[src/rtl/led_panel_pkg.sv]
// Shared types and helpers for the LED panel scan engine: FSM states,
// RGB bit positions inside a pixel word, and the pixel address width.
package led_panel_pkg;

   typedef enum logic [2:0] {
      LOAD, SHIFT_LO, SHIFT_HI, LATCH, UNBLANK, HOLD, NEXTROW
   } scan_state_t;

   localparam int RED_BIT   = 2;
   localparam int GREEN_BIT = 1;
   localparam int BLUE_BIT  = 0;

   // Address covers {half, row, col} for both panel halves.
   function automatic int calc_aw(input int cols, input int scan_rows);
      return $clog2(2 * cols * scan_rows);
   endfunction

endpackage

[src/rtl/led_panel_fb.sv]
// Dual-bank pixel store: writes always target the back bank, and both panel
// halves of the display bank are read combinationally at the same {row, col}.
module led_panel_fb #(
   parameter int AW = 8
) (
   input  logic          clk,
   input  logic          disp_bank,
   input  logic          wr_en,
   input  logic [AW-1:0] wr_addr,
   input  logic [2:0]    wr_data,
   input  logic [AW-2:0] rd_addr,
   output logic [2:0]    upper_data,
   output logic [2:0]    lower_data
);

   logic [2:0] mem [0:(1 << (AW + 1)) - 1];

   always_ff @(posedge clk) begin
      if (wr_en) mem[{~disp_bank, wr_addr}] <= wr_data;
   end

   assign upper_data = mem[{disp_bank, 1'b0, rd_addr}];
   assign lower_data = mem[{disp_bank, 1'b1, rd_addr}];

endmodule

[src/rtl/led_panel_scan.sv]
// HUB-style LED panel scanner: shifts one row of both halves, latches it,
// holds it lit for a brightness-controlled window, then steps the row address.
module led_panel_scan import led_panel_pkg::*; #(
   parameter  int COLS        = 32,
   parameter  int SCAN_ROWS   = 4,
   parameter  int HOLD_CYCLES = 16,
   localparam int AW          = calc_aw(COLS, SCAN_ROWS),
   localparam int BW          = $clog2(HOLD_CYCLES) + 1
) (
   input  logic          clk,
   input  logic          reset,
   input  logic          wr_en,
   input  logic [AW-1:0] wr_addr,
   input  logic [2:0]    wr_data,
   input  logic          swap_req,
   input  logic [BW-1:0] brightness_in,
   output logic          red_out,
   output logic          green_out,
   output logic          blue_out,
   output logic          sclk_out,
   output logic          latch_out,
   output logic          blank_out,
   output logic          aclk_out,
   output logic          arst_out,
   output logic          swap_ack
);

   localparam int CW = $clog2(COLS);
   localparam int RW = $clog2(SCAN_ROWS);

   scan_state_t   state;
   logic [CW-1:0] col;
   logic [RW-1:0] row;
   logic [BW-1:0] hold_cnt;
   logic [BW-1:0] bright;
   logic          disp_bank;
   logic          pending;
   logic [2:0]    upper_px;
   logic [2:0]    lower_px;

   led_panel_fb #(.AW(AW)) u_fb (
      .clk        (clk),
      .disp_bank  (disp_bank),
      .wr_en      (wr_en),
      .wr_addr    (wr_addr),
      .wr_data    (wr_data),
      .rd_addr    ({row, col}),
      .upper_data (upper_px),
      .lower_data (lower_px)
   );

   always_ff @(posedge clk or posedge reset) begin
      if (reset) begin
         state     <= LOAD;
         col       <= '0;
         row       <= '0;
         hold_cnt  <= '0;
         bright    <= '0;
         disp_bank <= 1'b0;
         pending   <= 1'b0;
         red_out   <= 1'b0;
         green_out <= 1'b0;
         blue_out  <= 1'b0;
         sclk_out  <= 1'b1;
         latch_out <= 1'b0;
         blank_out <= 1'b1;
         aclk_out  <= 1'b0;
         arst_out  <= 1'b1;
         swap_ack  <= 1'b0;
      end else begin
         swap_ack <= 1'b0;
         if (swap_req) pending <= 1'b1;
         case (state)
            LOAD: begin
               blank_out <= 1'b1;
               latch_out <= 1'b0;
               aclk_out  <= 1'b0;
               arst_out  <= 1'b0;
               col       <= CW'(COLS - 1);
               state     <= SHIFT_LO;
            end
            SHIFT_LO: begin
               sclk_out  <= 1'b0;
               red_out   <= lower_px[RED_BIT];
               green_out <= lower_px[GREEN_BIT];
               blue_out  <= lower_px[BLUE_BIT];
               state     <= SHIFT_HI;
            end
            SHIFT_HI: begin
               sclk_out  <= 1'b1;
               red_out   <= upper_px[RED_BIT];
               green_out <= upper_px[GREEN_BIT];
               blue_out  <= upper_px[BLUE_BIT];
               col       <= col - 1'b1;
               state     <= (col == '0) ? LATCH : SHIFT_LO;
            end
            LATCH: begin
               latch_out <= 1'b1;
               state     <= UNBLANK;
            end
            UNBLANK: begin
               latch_out <= 1'b0;
               bright    <= brightness_in;
               hold_cnt  <= '0;
               blank_out <= (brightness_in == '0);
               state     <= HOLD;
            end
            HOLD: begin
               // Lit while the next hold index is still below the sampled level.
               blank_out <= (hold_cnt == BW'(HOLD_CYCLES - 1)) ||
                            !((hold_cnt + BW'(1)) < bright);
               hold_cnt  <= hold_cnt + BW'(1);
               if (hold_cnt == BW'(HOLD_CYCLES - 1)) state <= NEXTROW;
            end
            NEXTROW: begin
               blank_out <= 1'b1;
               if (row == RW'(SCAN_ROWS - 1)) begin
                  row      <= '0;
                  arst_out <= 1'b1;
                  // A request arriving in this very cycle joins this swap.
                  if (pending || swap_req) begin
                     disp_bank <= ~disp_bank;
                     swap_ack  <= 1'b1;
                     pending   <= 1'b0;
                  end
               end else begin
                  row      <= row + 1'b1;
                  aclk_out <= 1'b1;
               end
               state <= LOAD;
            end
            default: state <= LOAD;
         endcase
      end
   end

endmodule

[config.mk]
export PLATFORM = sky130hd
export DESIGN_NAME = led_panel_scan
export DESIGN_NICKNAME = d
export VERILOG_FILES = /design/src/rtl/led_panel_pkg.sv /design/src/rtl/led_panel_fb.sv /design/src/rtl/led_panel_scan.sv
export SDC_FILE = /design/constraint.sdc
export NUM_CORES = 2
export LEC_CHECK = 0
export CAP_MARGIN = 10
export CORE_UTILIZATION = 57
export CTS_CLUSTER_SIZE = 12
export DETAILED_ROUTE_END_ITERATION = 6
export PLACE_DENSITY = 0.77
export RECOVER_POWER = 100
export SETUP_SLACK_MARGIN = 0.1
export SLEW_MARGIN = 20
export SYNTH_ARGS = -nofsm -noshare
export SYNTH_HDL_FRONTEND = slang
export SYNTH_SLANG_ARGS = --single-unit
[constraint.sdc]
create_clock -name clk -period 2.9 [get_ports clk]
set_input_delay 0.435 -clock clk [delete_from_list [all_inputs] [get_ports clk]]
set_output_delay 0.435 -clock clk [all_outputs]
set_load 0.02 [all_outputs]
# [After elaboration in Yosys (flattened, before gate mapping)]
# Memories as Yosys holds them, arrays and structs flattened.
# Index checks and enable logic that the tools add are counted.
[totals] regBits=31 ram_bits=1536 input_bits=20 output_inout_bits=9 wordCells=75 mem_count=1
[memory_table] memory="u_fb.mem" words=512 word_bits=3 read_ports=2 rd_ports_with_merged_regs=0 wr=1 line_no="led_panel_fb.sv:16" source="logic [2:0] mem [0:(1 << (AW + 1)) - 1];"
[op_classes] n_addsub=3 magnitude_cmp=1 n_eq_ne=11 muxes=25 n_bitwise=1 n_reduce_logical=17
[ops] operator="one-hot mux 5 bit (2 select lines)" n=2
[ops] operator="one-hot mux 3 bit (6 select lines)" n=1
[ops] operator="one-hot mux 1 bit (2 select lines)" n=7
[ops] operator="two-way mux 1 bit" n=11
[ops] operator="logical NOT 5 bit" n=2
[ops] operator="nonzero test 2 bit" n=5
[ops] operator="== test 3 bit (second input constant)" n=3
[ops] operator="== test 3 x 2 -> 1 bit (second input constant)" n=2
[ops] operator="!= test 2 bit (second input constant)" n=3
[ops] operator="adder 5 x 1 -> 5 bit (second input constant)" n=1
[ops] operator="== test 5 x 4 -> 1 bit (second input constant)" n=1
[ops] operator="< comparator 5 bit" n=1
[ops] operator="subtractor 5 x 1 -> 5 bit (second input constant)" n=1
[ops] operator="two-way mux 2 bit" n=2
[ops] operator="AND reduction 2 bit" n=2
[ops] operator="OR reduction 2 bit" n=2
[ops] operator="== test 3 x 1 -> 1 bit (second input constant)" n=1
[ops] operator="logical NOT 3 bit" n=1
[ops] operator="two-way mux 3 bit" n=1
[ops] operator="one-hot mux 1 bit (3 select lines)" n=1
[ops] operator="AND reduction 3 bit" n=1
[ops] operator="nonzero test 3 bit" n=1
[ops] operator="adder 2 x 1 -> 2 bit (second input constant)" n=1
[ops] operator="== test 2 bit (second input constant)" n=1
[ops] operator="3 further kinds" n=4

# [Logic depth before layout (Yosys ltp)]
[logic_depth] depth_word=5 depth_mapped=13 depth_no_buf=8

# [Hierarchy]
# A second synthesis with hierarchy kept.
[unflattened] cells_unflattened=3428 area_unflattened_um2=62690.1
[by_module_without_submodules] module="led_panel_fb" n_inst=1 cells_each=3265 area_per_inst_um2=61078.6 seq_area_each_um2=46124.2
[by_module_without_submodules] module="led_panel_scan" n_inst=1 cells_each=163 area_per_inst_um2=1611.5 seq_area_each_um2=779.5

# [Worst setup path before layout]
# Ideal clock, no wire load.
[synth_path] kind="reg2reg" from="reg col[0]" to="reg green_out" setup_ps=130 t_arrival_ps=2408 t_required_ps=2770 setup_slack_ps=362 path_stages_with_launch=10 n_path_buf=4 period_less_slack_ps=2538 cell_sequence="dfrtp_1 buf_6 buf_8 buf_6 buf_2 mux4_2 a2111oi_0 o311ai_0 a41oi_2 o41ai_2"
[synth_via] elab_chain_len=2
[synth_rtl] element="start: declaration" line_no="led_panel_scan.sv:32" source="logic [CW-1:0] col;"
[synth_rtl] element="start signal: assignment" line_no="led_panel_scan.sv:79" source="col <= CW'(COLS - 1);"
[synth_rtl] element="start signal: assignment" line_no="led_panel_scan.sv:94" source="col <= col - 1'b1;"
[synth_rtl] element="memory read (512 x 3 bit)"
[synth_rtl] element="one-hot mux 1 bit (2 select lines)" line_no="led_panel_scan.sv:73" source="case (state)"
[synth_rtl] element="end signal: assignment" line_no="led_panel_scan.sv:85" source="green_out <= lower_px[GREEN_BIT];"
[synth_rtl] element="end signal: assignment" line_no="led_panel_scan.sv:92" source="green_out <= upper_px[GREEN_BIT];"
[synth_rtl] element="end: declaration" line_no="led_panel_scan.sv:18" source="output logic green_out,"
# No other way between the ends.
# A chain may end at the register's enable or synchronous reset.

# [Final worst setup path]
# Ends and elaborated chain as after synthesis.

==> results.yml <==
routing:
  ant_nets: 0
  wl_per_cell_um: 29.70
  wirelength_um: 159700
  drt_iter0_drc: 4452
  via_count: 35420
  firstDrtPassIters: 6
  detail_route.drc_violations: 0
  vias_per_cell: 6.589
job:
  max_cap_violations: 3
sta:
  setup_violations: 3
  worst_clock_skew_ps: 30.62
  fin_crit_ps: 2954
  fin_hold_ws_ps: 250.8
  hold_viol: 0
  slew_headroom: -0.5722
  fin_ws_ps: -54.23
  timing.fmax_ghz: 0.3385
  tightestPinTransition_ps: 2358
  period_share: 1.019
  rsz0062_at_grt: "yes"
  slew_viol_final: 177
clock_tree:
  clock-sinks: 1567
  cts_made_buffers: 158
  cts-root-buf: "clkbuf_16"
  htreeDepth: 4
  clock_path_buffers: 3
  insertion_delay_ps: 770
  cts_tree: "yes"
  clk_pin_slew_ps: 60
yosys:
  yosysWarnings: 0
  synth-edff-count: 1536
  syn-num-nets: 3584
  ys_seq_elements: 1567
  syn-cell-area_um2: 63040
  synth_cell_types: 66
  synth_area_leaders: "edfxtp_1 73%, mux4_2 7.7%, mux2i_1 5.2%"
  synthArstFlopShare: 0.01978
  synth-seq-area-share: 0.7440
  yosysTopAreaCell: "edfxtp_1"
  avgSynthCellArea_um2: 17.73
  syn_inst: 3555
  synth_ff_type: "edfxtp_1"
  synth.top_cell.area_share: 0.7317
grt:
  grt_max_degree: 145
  grt_antenna_before_repair: 1
  overflow: 0
  grt_pass1_vias: 35430
  grt_first_pass_wirelength_um: 228200
  grt_use_total: 0.2816
worst_setup_path:
  reg2reg_depth: 12
  end_kind: "flop"
  worstSetupPathType: "reg2reg"
  cp_max_fo: 13
  arrival_ps: 3630
  cp-start-kind: "flop"
  critPathRequiredTime_ps: 3570
outcome:
  violations: "capacitance limit, slew limit, setup timing"
  outcome: "finished, violations left"
placed_design:
  place.gp.congestion: 0.8747
  port_buffers: 28
  post-place-cells: 5090
  dp_hpwl_um: 91780
  dpl_cell_area_um2: 66850
floorplanning:
  num_rows: 121
  die_x_um: 334.6
  start_util: 0.5767
  fp.dieArea_um2: 111900
  die_h_um: 334.6
  placeableCoreArea_um2: 109300
  io_pins: 29
min_path:
  hp-class: "in2async"
power_and_ir_drop:
  power.total_uw: 44140
  vdd_drop_max_mv: 0.5899
  power.leakage_uw: 0.02504
  pwr_density_cell_nw_per_um2: 612.5
finish:
  final_cell_area_um2: 72060
  nFillCells: 6949
  syn_to_final_growth_pct: 14.31
  drive_gt1_frac: 0.2136
  fin_nets: 3833
  utilization: 0.6592
  fin_cells: 5376
  n_antenna_cell: 0
## cell usage in the layout (no fill, tap or decap), drive strengths merged, types with 4 or more instances in the layout
cell              n
clkbuf          239
or2               5
or3               4
mux2i           325
nand2            86
a31oi             5
buf             298
a22oi             7
and2              9
nor2            539
nor2b            12
clkdlybuf4s50    24
o21ai            87
dfrtp            28
o2111ai           4
edfxtp         1536
nor3b             5
o22ai            10
and3              4
o221ai           87
ha                9
a221oi           88
mux4            225
a21oi            90
mux2             14
clkinv           34
a2111oi           4
a211oi           11
nand2b            4
inv              23
a211o             6
a221o             8
nor3              9
a22o              9
nand3             9
## report_power, final
part	switching, µW	internal, µW	total, µW	leakage, µW
sequential	4.95	24900	24900	0.0142
combinational	543	98.2	641	0.00865
clock	8190	10400	18600	0.00223
total	8740	35400	44100	0.0250
## Yosys cell counts, types with 12 or more instances
master / count
nand2_1: 86
buf_2: 55
nor2_1: 539
o21ai_1: 14
mux4_2: 215
o221ai_1: 87
buf_6: 17
mux2_2: 14
dfrtp_1: 28
a21oi_1: 90
clkbuf_1: 134
inv_1: 15
o21ai_0: 73
mux2i_1: 325
nor2b_1: 12
a221oi_1: 88
buf_1: 25
edfxtp_1: 1536
## cell type report
type                       instances  area [µm²]  share of cell area
sequential                      1567       46920              0.6511
clock inverter                    43       347.8            0.004827
inverter                          17       66.31           0.0009203
multi-input combinational       1711       15100              0.2095
timing repair buffer             349        3532             0.04902
clock buffer                     213        4254             0.05903
tap                             1476        1847             0.02563
## layer usage
layer | vias to the layer above | share of wire | GRT usage
li1 | 14650 | - | -
met2 | 2268 | 0.49 | 0.4542
met3 | 412 | 0.11 | 0.06725
met4 | 2 | 0.044 | 0.1228
met1 | 18090 | 0.36 | 0.3677
met5 | - | 0.000088 | 0
## cell families after synthesis
| kind of cell | synth area share |
|---|---|
| buffers and inverters | 0.02463 |
| muxes | 0.1351 |
| AOI/OAI and AO/OA | 0.04994 |
| and+or+nand+nor | 0.04396 |
| xor gates and xnor gates | 0.0005558 |
| adders and majority gates | 0.001786 |
| DFF | 0.7440 |
## repair_timing
action / in CTS / in global routing
cloned: 0 / 5
setup endpoints to repair: 3 / 6
gates resized for setup: 29 / 77
pin swaps: 1 / 18
hold buffers: 0 / 0
setup buffers: 0 / 25
## critical path, stage by stage (launching register included)
cell and delay, ps:
dfrtp_4 520, buf_12 180, buf_4 150, buf_12 140, buf_4 150, mux2i_1 120, a221oi_1 310, o21ai_0 160
buf_4 170, a221oi_2 470, or3_1 240, a41oi_2 150, o41ai_2 70
## flip-flops by register name, indices dropped and copies added (netlist names)
| signal | count |
|---|---|
| pending | 1 |
| arst_out | 1 |
| blue_out | 1 |
| state | 3 |
| hold_cnt | 5 |
| swap_ack | 1 |
| green_out | 1 |
| u_fb.mem | 1536 |
| row | 2 |
| disp_bank | 1 |
| red_out | 1 |
| col | 5 |
| sclk_out | 1 |
| bright | 5 |
| aclk_out | 1 |
| blank_out | 1 |
| latch_out | 1 |
## per-stage QoR
step	setup slack, ps	TNS, ps
floorplan	362.3	0
global placement	-411.7	-836.5
detailed placement	-431.5	-870.6
CTS	-47.37	-141.2
global route	-91.98	-234.5
finish	-54.23	-101.6
## worst paths after layout
check,startpoint,end,slack (ps)
max in group asynchronous,reset,arst_out,1760
worst max-delay path,col[0],green_out,-50
worst min register to register,arst_out,arst_out,470
worst max register to register,col[0],green_out,-50
min in group clk,brightness_in[2],bright[2],270
worst min-delay path,reset,bright[0],250
No activity file was read; power rests on OpenSTA's default activity.
